## src/rtl/alu_pkg.sv

```systemverilog
// alu_pkg: shared definitions for the EX-stage ALU execute unit.
//   - ALUOp codes driven by the main control decoder
//   - funct[3:0] codes for R-type operations
//   - internal operation enum and execute FSM state encoding
//   - decode_op(): maps ALUOp/funct onto the internal operation
package alu_pkg;

  localparam logic [1:0] ALUOP_ADD   = 2'b00;
  localparam logic [1:0] ALUOP_SUB   = 2'b01;
  localparam logic [1:0] ALUOP_OR    = 2'b10;
  localparam logic [1:0] ALUOP_RTYPE = 2'b11;

  localparam logic [3:0] FN_ADD = 4'b0000;
  localparam logic [3:0] FN_SUB = 4'b0010;
  localparam logic [3:0] FN_AND = 4'b0100;
  localparam logic [3:0] FN_OR  = 4'b0101;
  localparam logic [3:0] FN_SLT = 4'b1010;
  localparam logic [3:0] FN_MUL = 4'b1000;

  typedef enum logic [2:0] {
    OP_ADD = 3'd0,
    OP_SUB = 3'd1,
    OP_AND = 3'd2,
    OP_OR  = 3'd3,
    OP_SLT = 3'd4,
    OP_MUL = 3'd5,
    OP_ILL = 3'd6
  } op_e;

  typedef enum logic [1:0] {
    IDLE = 2'b00,
    MUL  = 2'b01,
    DONE = 2'b10
  } state_e;

  // Only the R-type path looks at funct; unknown funct values become OP_ILL.
  function automatic op_e decode_op(input logic [1:0] alu_op, input logic [3:0] funct);
    op_e op;
    case (alu_op)
      ALUOP_ADD: op = OP_ADD;
      ALUOP_SUB: op = OP_SUB;
      ALUOP_OR:  op = OP_OR;
      ALUOP_RTYPE: begin
        case (funct)
          FN_ADD:  op = OP_ADD;
          FN_SUB:  op = OP_SUB;
          FN_AND:  op = OP_AND;
          FN_OR:   op = OP_OR;
          FN_SLT:  op = OP_SLT;
          FN_MUL:  op = OP_MUL;
          default: op = OP_ILL;
        endcase
      end
      default: op = OP_ILL;
    endcase
    return op;
  endfunction

endpackage

```

## src/rtl/alu_exec_unit_mul.sv

```systemverilog
// alu_mul_iter: iterative shift-add multiplier, MUL_BITS multiplier bits per cycle.
// Ports:
//   clk_i, rst_i      clock, asynchronous active-high reset
//   start_i           load operand shadows, clear accumulator, arm counter
//   flush_i           abandon the multiply in flight
//   a_i, b_i          operands (sampled only on start_i)
//   done_o            the current cycle performs the final step
//   product_o         accumulator value after the current step (low WIDTH bits);
//                     it is the finished product when done_o is high
module alu_mul_iter #(
  parameter int WIDTH    = 32,
  parameter int MUL_BITS = 1
) (
  input  logic             clk_i,
  input  logic             rst_i,
  input  logic             start_i,
  input  logic             flush_i,
  input  logic [WIDTH-1:0] a_i,
  input  logic [WIDTH-1:0] b_i,
  output logic             done_o,
  output logic [WIDTH-1:0] product_o
);

  localparam int STEPS = WIDTH / MUL_BITS;
  localparam int CNT_W = $clog2(STEPS) + 1;

  logic [WIDTH-1:0] a_sh_r;
  logic [WIDTH-1:0] b_sh_r;
  logic [WIDTH-1:0] acc_r;
  logic [CNT_W-1:0] cnt_r;
  logic             active_r;
  logic [WIDTH-1:0] acc_next_s;

  // Sum of the shifted multiplicand for every set bit in the low MUL_BITS of b.
  function automatic logic [WIDTH-1:0] partial_product(input logic [WIDTH-1:0] a,
                                                        input logic [MUL_BITS-1:0] b);
    logic [WIDTH-1:0] sum;
    sum = {WIDTH{1'b0}};
    for (int i = 0; i < MUL_BITS; i++) begin
      sum = sum + ((a & {WIDTH{b[i]}}) << i);
    end
    return sum;
  endfunction

  // Next accumulator value and completion flag for the step taken this cycle.
  always_comb begin
    acc_next_s = acc_r + partial_product(a_sh_r, b_sh_r[MUL_BITS-1:0]);
    done_o     = active_r & (cnt_r == CNT_W'(1));
    product_o  = acc_next_s;
  end

  // Shadow registers, accumulator and step counter.
  always_ff @(posedge clk_i or posedge rst_i) begin
    if (rst_i) begin
      a_sh_r   <= {WIDTH{1'b0}};
      b_sh_r   <= {WIDTH{1'b0}};
      acc_r    <= {WIDTH{1'b0}};
      cnt_r    <= {CNT_W{1'b0}};
      active_r <= 1'b0;
    end else if (flush_i) begin
      active_r <= 1'b0;
    end else if (start_i) begin
      a_sh_r   <= a_i;
      b_sh_r   <= b_i;
      acc_r    <= {WIDTH{1'b0}};
      cnt_r    <= CNT_W'(STEPS);
      active_r <= 1'b1;
    end else if (active_r) begin
      acc_r  <= acc_next_s;
      a_sh_r <= a_sh_r << MUL_BITS;
      b_sh_r <= b_sh_r >> MUL_BITS;
      cnt_r  <= cnt_r - CNT_W'(1);
      if (cnt_r == CNT_W'(1)) begin
        active_r <= 1'b0;
      end
    end
  end

endmodule

```

## src/rtl/alu_exec_unit.sv

```systemverilog
// alu_exec_unit: EX-stage ALU with merged ALUOp/funct decode, single-cycle
// add/sub/and/or/slt and an iterative multiplier behind a valid/ready handshake.
// Ports:
//   clk_i, rst_i        clock, asynchronous active-high reset
//   flush_i             synchronous abort of an in-flight multiply (blocks accept)
//   valid_i / ready_o   operation request / unit can accept this cycle
//   ALUOp_i, funct_i    operation select (funct_i[3:0] decoded when ALUOp_i=11)
//   data1_i, data2_i    operands A and B
//   result_o, zero_o    registered result and result==0 flag
//   valid_o             one-cycle pulse when result_o is updated
//   illegal_o           with valid_o: the op had an undecodable funct
//   busy_o              multiply in flight, stalls IF/ID/EX
module alu_exec_unit
  import alu_pkg::*;
#(
  parameter int WIDTH    = 32,
  parameter int MUL_BITS = 1
) (
  input  logic             clk_i,
  input  logic             rst_i,
  input  logic             flush_i,
  input  logic             valid_i,
  output logic             ready_o,
  input  logic [1:0]       ALUOp_i,
  input  logic [5:0]       funct_i,
  input  logic [WIDTH-1:0] data1_i,
  input  logic [WIDTH-1:0] data2_i,
  output logic [WIDTH-1:0] result_o,
  output logic             zero_o,
  output logic             valid_o,
  output logic             illegal_o,
  output logic             busy_o
);

  op_e              op_s;
  logic [WIDTH-1:0] alu_res_s;
  logic             accept_s;
  logic             mul_start_s;
  logic             mul_done_s;
  logic [WIDTH-1:0] mul_prod_s;
  state_e           state_r;
  state_e           state_next_s;
  logic [WIDTH-1:0] result_r;
  logic             zero_r;
  logic             valid_r;
  logic             illegal_r;
  logic             busy_r;
  logic             ready_r;
  logic             unused_funct_s;

  // funct_i[5:4] carry no meaning for this unit.
  assign unused_funct_s = &{1'b0, funct_i[5:4]};

  // Decode and single-cycle datapath; mul and illegal ops produce zero here.
  always_comb begin
    op_s      = decode_op(ALUOp_i, funct_i[3:0]);
    alu_res_s = {WIDTH{1'b0}};
    case (op_s)
      OP_ADD:  alu_res_s = data1_i + data2_i;
      OP_SUB:  alu_res_s = data1_i - data2_i;
      OP_AND:  alu_res_s = data1_i & data2_i;
      OP_OR:   alu_res_s = data1_i | data2_i;
      OP_SLT:  alu_res_s = {{(WIDTH-1){1'b0}}, ($signed(data1_i) < $signed(data2_i))};
      default: alu_res_s = {WIDTH{1'b0}};
    endcase
    accept_s    = valid_i & ready_r & ~flush_i;
    mul_start_s = accept_s & (op_s == OP_MUL);
  end

  alu_mul_iter #(
    .WIDTH    (WIDTH),
    .MUL_BITS (MUL_BITS)
  ) u_mul (
    .clk_i     (clk_i),
    .rst_i     (rst_i),
    .start_i   (mul_start_s),
    .flush_i   (flush_i),
    .a_i       (data1_i),
    .b_i       (data2_i),
    .done_o    (mul_done_s),
    .product_o (mul_prod_s)
  );

  // Next-state logic; DONE behaves like IDLE for accepting a new op.
  always_comb begin
    state_next_s = state_r;
    case (state_r)
      IDLE, DONE: begin
        if (mul_start_s) begin
          state_next_s = MUL;
        end else begin
          state_next_s = IDLE;
        end
      end
      MUL: begin
        if (flush_i) begin
          state_next_s = IDLE;
        end else if (mul_done_s) begin
          state_next_s = DONE;
        end else begin
          state_next_s = MUL;
        end
      end
      default: state_next_s = IDLE;
    endcase
  end

  // FSM state and registered outputs; result/zero/illegal hold between pulses.
  always_ff @(posedge clk_i or posedge rst_i) begin
    if (rst_i) begin
      state_r   <= IDLE;
      result_r  <= {WIDTH{1'b0}};
      zero_r    <= 1'b1;
      valid_r   <= 1'b0;
      illegal_r <= 1'b0;
      busy_r    <= 1'b0;
      ready_r   <= 1'b1;
    end else begin
      state_r <= state_next_s;
      busy_r  <= (state_next_s == MUL);
      ready_r <= (state_next_s != MUL);
      valid_r <= 1'b0;
      if ((state_r == MUL) && !flush_i && mul_done_s) begin
        result_r  <= mul_prod_s;
        zero_r    <= (mul_prod_s == {WIDTH{1'b0}});
        valid_r   <= 1'b1;
        illegal_r <= 1'b0;
      end else if (accept_s && (op_s != OP_MUL)) begin
        result_r  <= alu_res_s;
        zero_r    <= (alu_res_s == {WIDTH{1'b0}});
        valid_r   <= 1'b1;
        illegal_r <= (op_s == OP_ILL);
      end
    end
  end

  assign result_o  = result_r;
  assign zero_o    = zero_r;
  assign valid_o   = valid_r;
  assign illegal_o = illegal_r;
  assign busy_o    = busy_r;
  assign ready_o   = ready_r;

endmodule

```

## config.mk

```make
export PLATFORM = sky130hd
export DESIGN_NAME = alu_exec_unit
export DESIGN_NICKNAME = d
export VERILOG_FILES = /design/src/rtl/alu_pkg.sv /design/src/rtl/alu_exec_unit_mul.sv /design/src/rtl/alu_exec_unit.sv
export SDC_FILE = /design/constraint.sdc
export NUM_CORES = 1
export LEC_CHECK = 0
export ABC_AREA = 1
export ABC_CLOCK_PERIOD_IN_PS = 12000
export BUFFER_PORTS_ARGS = -buffer_cell sky130_fd_sc_hd__buf_2
export CORE_MARGIN = 3
export CORE_UTILIZATION = 55
export DETAILED_ROUTE_END_ITERATION = 10
export GPL_TIMING_DRIVEN = 0
export HOLD_SLACK_MARGIN = 0.06
export PLACE_DENSITY_LB_ADDON = 0.1
export SLEW_MARGIN = 20
export SYNTH_ARGS = -nofsm -noshare
export SYNTH_HDL_FRONTEND = slang
export SYNTH_SLANG_ARGS = --single-unit
```

## constraint.sdc

```tcl
create_clock -name clk_i -period 12 [get_ports clk_i]
set_input_delay 1.2 -clock clk_i [delete_from_list [all_inputs] [get_ports clk_i]]
set_output_delay 1.2 -clock clk_i [all_outputs]
set_load 0.02 [all_outputs]
```

==> impl_metrics.toml, run 1 <==
[logic_synthesis]
yosys_warnings = 0
syn_inst = 2425
ys_ff_latch = 142
async_reset_ff_frac = 1.00
synth_ff_type = "dfrtp_1"
synth-seq-area-share = 0.240
synth_area_um2 = 14800
syn_avg_cell_area_um2 = 6.11
synth_nets = 2648
synth_enable_flop_cells = 0
synth.distinct_cells = 52

[sta]
hold_viol_final = 0
hold_slack_ps = 465
setup-tns-final_ps = 0
maxSlewViolCount = 0
report.final.setup_viol = 0
relSlewSlack = 0.481
min_period_ps = 3960
fmax_mhz = 253
tightest_slew_ps = 776
timing.final.crit_share = 0.330
setup_slack_ps = 8040
fin_skew_ps = 13.9
rsz0062_at_grt = "no"

[placement]
io_buffer_count = 110
pre_cts_ws_ps = 7690
dp_hpwl_um = 45000
dp_cells = 2871
gp_congestion = 1.03
dpl_cell_area_um2 = 15800

[cells_and_area]
post-route-util = 0.625
postLayoutCellArea_um2 = 16400
num_antenna_cells = 0
area_growth_syn_to_layout_pct = 10.9
final_cell_mix = "nand2_1, inv_1, nor2_1"
drive_above_1_share = 0.0892
layout.nets = 2778
multi_input_area_um2 = 9270
fillCellCount = 2606
regArea_um2 = 3560
final_common_cell = "nand2_1"
instances_no_fill = 2903

[route]
drtIter0Drc = 2021
remaining_drc_errors = 0
viasPerCell = 5.68
wl_per_cell_um = 18.8
ant_nets = 0
via_count = 16500
wirelength_um = 54600
drtPass1Iterations = 8

[clock_network]
clk_pin_slew_ps = 60
htreeDepth = 4
tritoncts = "built"
ctsResizeCount = 0
insertion_delay_ps = 430
cts.path.max_buffers = 2
cts_hold_buffers = 0
root_buffer = "clkbuf_16"
numClockSinks = 142
numCtsBuffers = 17
post_cts_buffers = 0

[global_routing]
grt_remaining_overflow = 0
grtUsageTotal = 0.375
grt_pass1_wl_um = 84100
grt_max_degree = 105
antenna_found_initial = 4
first_global_vias = 15300

[setup_path]
path_max_fanout = 3
crit_arrival_ps = 4330
start_kind = "input pin"
worstSetupPathType = "in -> reg"
path_buf_inv = 4
max_stage_delay_ps = 440
cpLargestDelayFamily = "simple AND/OR/NAND/NOR gates"
cp_common_cell = "nand2_1"
end_kind = "register"
crit_slowest_cell = "fa_1"
cp.required_ps = 12370

[status]
status = "complete, no violations"

[power_and_ir_drop]
p_leak_nw = 9.45
power_mw = 2.67
p_per_area_nw_per_um2 = 162
vdd_drop_max_mv = 0.118

[die]
die_w_um = 170
ioPinCount = 113
initial_core_util = 0.564
placementRows = 59
design.die.area_um2 = 29000
core-area_um2 = 26300
die-height_um = 170

[flow_run]
cap_violations = 0

[min_path]
hp-class = "reg -> reg"
## path summary, 6_finish.rpt
path	endpoint	slack, ps	cells after the start	start
worst min-delay path	zero_o$_DFFE_PP1P_	470	2	zero_o$_DFFE_PP1P_
worst max-delay path	zero_o$_DFFE_PP1P_	8040	25	data1_i[0]
worst max register to register	zero_o$_DFFE_PP1P_	8110	21	u_mul.b_sh_r[0]$_DFFE_PP0P_
worst min register to register	zero_o$_DFFE_PP1P_	470	2	zero_o$_DFFE_PP1P_
min in group asynchronous	u_mul.cnt_r[3]$_DFFE_PP0P_	740	2	rst_i
max in group asynchronous	u_mul.b_sh_r[25]$_DFFE_PP0P_	10420	3	rst_i
## final cells by class
type                       count  share of cell area
sequential                   142               0.216
multi-input combinational   1778               0.564
tap                          335              0.0255
timing repair buffer         111              0.0352
inverter                     434              0.0996
buffer                        71              0.0227
clock inverter                13             0.00997
clock buffer                  19              0.0269
## worst register-to-register path, delay by kind of cell, from the launching register on
kind	cells	cell delay, ps
fa+ha+maj	1	210
buf+inv	5	1030
flops	1	320
simple gates	15	2260
## flip-flops by register name (all words and copies together), names as in the netlist
signal	cells
u_mul.b_sh_r	32
u_mul.active_r	1
busy_o	1
u_mul.acc_r	32
zero_o	1
illegal_o	1
result_o	32
ready_o	1
valid_o	1
state_r	2
u_mul.a_sh_r	32
u_mul.cnt_r	6
## report_power, final
group / switching [mW] / internal [mW]
clock: 0.223 / 0.333
sequential: 0.104 / 0.632
combinational: 0.936 / 0.440
## per-layer routing
| layer | vias to the layer above | global-route usage | share of wire |
|---|---|---|---|
| met1 | 7557 | 0.524 | 0.43 |
| li1 | 7917 | - | - |
| met2 | 891 | 0.578 | 0.42 |
| met5 | - | 0 | 0.00082 |
| met4 | 8 | 0.135 | 0.040 |
| met3 | 118 | 0.0755 | 0.11 |
## Yosys cell counts, types with 3 or more instances
library cell	number	area, um2
a21o_1	3	22.5
a21oi_1	120	601
nand2_1	731	2740
fa_1	3	60.1
nand3_2	4	40.0
clkbuf_1	22	82.6
ha_1	144	1800
o21ai_0	90	450
buf_6	4	45.0
nor2_1	277	1040
nand3b_1	7	52.6
o22ai_1	65	407
inv_1	422	1580
xnor2_1	4	35.0
o211ai_1	16	120
buf_2	34	170
nand3_1	158	791
o21ai_1	12	60.1
xor2_1	18	158
a22o_1	8	70.1
nor3_1	25	125
o21bai_1	8	60.1
nand4_1	33	206
nor4_1	4	25.0
o221ai_1	6	52.6
or2_2	5	31.3
dfrtp_1	140	3500
inv_2	8	30.0
clkinv_1	4	15.0
buf_4	9	67.6
nor2_2	9	56.3
## cell families (layout without fill, tap and decap cells)
logic type,count (synthesis),in the layout,share of synthesized area
AND/OR/NAND/NOR,1265,1265,0.353
buffers and inverters,505,648,0.135
AO/OA/AOI/OAI,344,344,0.134
adder cells (fa/ha/maj),147,147,0.126
flip-flops,142,142,0.240
XOR/XNOR,22,22,0.0130
No activity file was read; power rests on OpenSTA's default activity.
==> run 2, diff against run 1 <==
--- a/config.mk
+++ b/config.mk
@@ -6,7 +6,7 @@
 export NUM_CORES = 1
 export LEC_CHECK = 0
 export ABC_AREA = 1
-export ABC_CLOCK_PERIOD_IN_PS = 12000
+export ABC_CLOCK_PERIOD_IN_PS = 3810
 export BUFFER_PORTS_ARGS = -buffer_cell sky130_fd_sc_hd__buf_2
 export CORE_MARGIN = 3
 export CORE_UTILIZATION = 55
==> constraint.sdc (replaced) <==
create_clock -name clk_i -period 3.81 [get_ports clk_i]
set_input_delay 0.381 -clock clk_i [delete_from_list [all_inputs] [get_ports clk_i]]
set_output_delay 0.381 -clock clk_i [all_outputs]
set_load 0.02 [all_outputs]
==> run 2 against run 1 <==
Register-to-register slack worse by 7800 ps. Sequential power rose to 3.2 times the previous value. Worst setup slack worse by 7700 ps. Sequential share of layout area about the same. Combinational power rose to 3.1 times the previous value. First-iteration DRC count up 4.5%. Hold slack worse by 200 ps. Global-route usage down 0.26 points. Final cell count up 0.14%. Critical path depth down 6. Clock power rose to 3.0 times the previous value. Clock skew down 2.5 ps. Critical path type is now reg -> reg.
==> impl_metrics.toml, run 2 (synthesis results as in run 1) <==
[clock_network]
root_buffer = "clkbuf_16"
htreeDepth = 4
numCtsBuffers = 17
tritoncts = "built"
cts.path.max_buffers = 2
numClockSinks = 142
post_cts_buffers = 0
clk_pin_slew_ps = 70
insertion_delay_ps = 430

[power_and_ir_drop]
share_clk_of_total_power = 0.199
p_sw_frac = 0.477
p_sw_mw = 3.96
pwr-share-seq = 0.281
power_frac_comb = 0.520
vdd_drop_max_mv = 0.435
p_leak_nw = 9.48
p_per_area_nw_per_um2 = 504
internal_power_mw = 4.34

[route]
via_count = 16600
viasPerCell = 5.71
drtIter0Drc = 2111
wl_per_cell_um = 18.8
drtPass1Iterations = 6
wirelength_um = 54600
remaining_drc_errors = 0
ant_nets = 0

[die]
design.die.area_um2 = 29000
initial_core_util = 0.564
die-height_um = 170
core-area_um2 = 26300
ioPinCount = 113
die_w_um = 170
placementRows = 59

[setup_path]
cp_common_cell = "nand2_1"
r2r_start = "u_mul.b_sh_r[0]$_DFFE_PP0P_"
cp.required_ps = 4190
crit_slowest_cell = "dfrtp_2"
worstSetupPathType = "reg -> reg"
start_kind = "register"
cpLargestDelayFamily = "simple AND/OR/NAND/NOR gates"
end_kind = "register"
max_stage_delay_ps = 500
crit_arrival_ps = 3890
critPathLaunch = "u_mul.b_sh_r[0]$_DFFE_PP0P_"
path_max_fanout = 10
path_buf_inv = 2
crit_chain = "clkbuf_2 > nand2_1 > inv_1 > ha_1 > a21oi_1 > nor2_1 > o21ai_0 > nand3_1 > nand2_1 > nand2_1 > nor2_1 > nand3_1 > nor2_1 > nand4_1 > nor2_1 > nand4_1 > nand2_1 > nand2_1 > nand2_1"

[placement]
io_buffer_count = 110
dpl_cell_area_um2 = 15900
dp_hpwl_um = 45200
gp_congestion = 1.04
dp_cells = 2874

[sta]
report.final.setup_viol = 0
tightest_slew_ps = 773
fmax_mhz = 284
maxSlewViolCount = 0
hold_viol_final = 0
min_period_ps = 3520
relSlewSlack = 0.481
setup-tns-final_ps = 0
rsz0062_at_grt = "no"
hold_slack_ps = 264
fin_skew_ps = 11.5
timing.final.crit_share = 0.923

[status]
status = "complete, no violations"

[global_routing]
grt_remaining_overflow = 0
first_global_vias = 15200
grtUsageTotal = 0.373
antenna_found_initial = 2
grt_max_degree = 36
grt_pass1_wl_um = 83300

[min_path]
worst_hold_startpoint = "data1_i[0]"
hp-class = "in -> reg"

[cells_and_area]
layout.nets = 2781
fillCellCount = 2657
postLayoutCellArea_um2 = 16500
area_growth_syn_to_layout_pct = 11.1
final_common_cell = "nand2_1"
final_cell_mix = "nand2_1, inv_1, nor2_1"
drive_above_1_share = 0.0918
instances_no_fill = 2907

[flow_run]
cap_violations = 0
-- run 2: per-layer routing --
metal	GRT usage	wire length (um)
met3	0.0620	5720
met2	0.572	23200
met5	0	32
met4	0.137	2120
met1	0.529	23500
-- run 2: per-stage QoR --
step,power (mW),worst slack (ps),util
after floorplan,5.28,1210,-
after global placement,6.45,161,0.601
after detailed placement,6.53,105,0.604
after CTS,8.20,61.7,0.627
after global routing,8.93,9.82,0.627
final,8.30,294,0.627
-- run 2: tightest hold or removal path: cells and delay by family --
kind,cells,cell delay (ps)
compound gates,1,80
simple gates,1,60
buf+inv,1,120
-- run 2: area by class of cell --
class	count	area (um2)	area share
flip-flops and latches	142	3560	0.216
diodes	1	2.50	0.000152
clock inverters	12	111	0.00676
inverters	434	1630	0.0991
multi-input cells	1778	9270	0.563
repair buffers	115	641	0.0389
clock buffers	20	467	0.0283
well taps	335	419	0.0254
plain buffers	70	370	0.0225
-- run 2: path summary, 6_finish.rpt --
kind                                                     to  slack (ps)  cells after the start
worst max-delay path                     zero_o$_DFFE_PP1P_         290                     19
worst min-delay path            u_mul.a_sh_r[0]$_DFFE_PP0P_         260                      3
worst max register to register           zero_o$_DFFE_PP1P_         290                     19
worst min register to register           zero_o$_DFFE_PP1P_         470                      2
max in group asynchronous          result_o[30]$_DFFE_PP0P_        2530                      5
min in group asynchronous           result_o[6]$_DFFE_PP0P_         510                      3
-- run 2: power groups by stage --
stage	logic, mW	registers, mW	clock network [mW]
2_1_floorplan	2.95	2.33	0
3_3_place_gp	4.14	2.31	0
3_5_place_dp	4.21	2.32	0
4_1_cts	4.26	2.30	1.64
5_1_grt	4.86	2.37	1.70
6_report	4.32	2.33	1.65
-- run 2: repair_timing --
action | CTS | global route
hold buffers | 1 | 0
setup endpoints to repair | 0 | 3
gates resized for setup | 0 | 4
hold endpoints to repair | 14 | 0
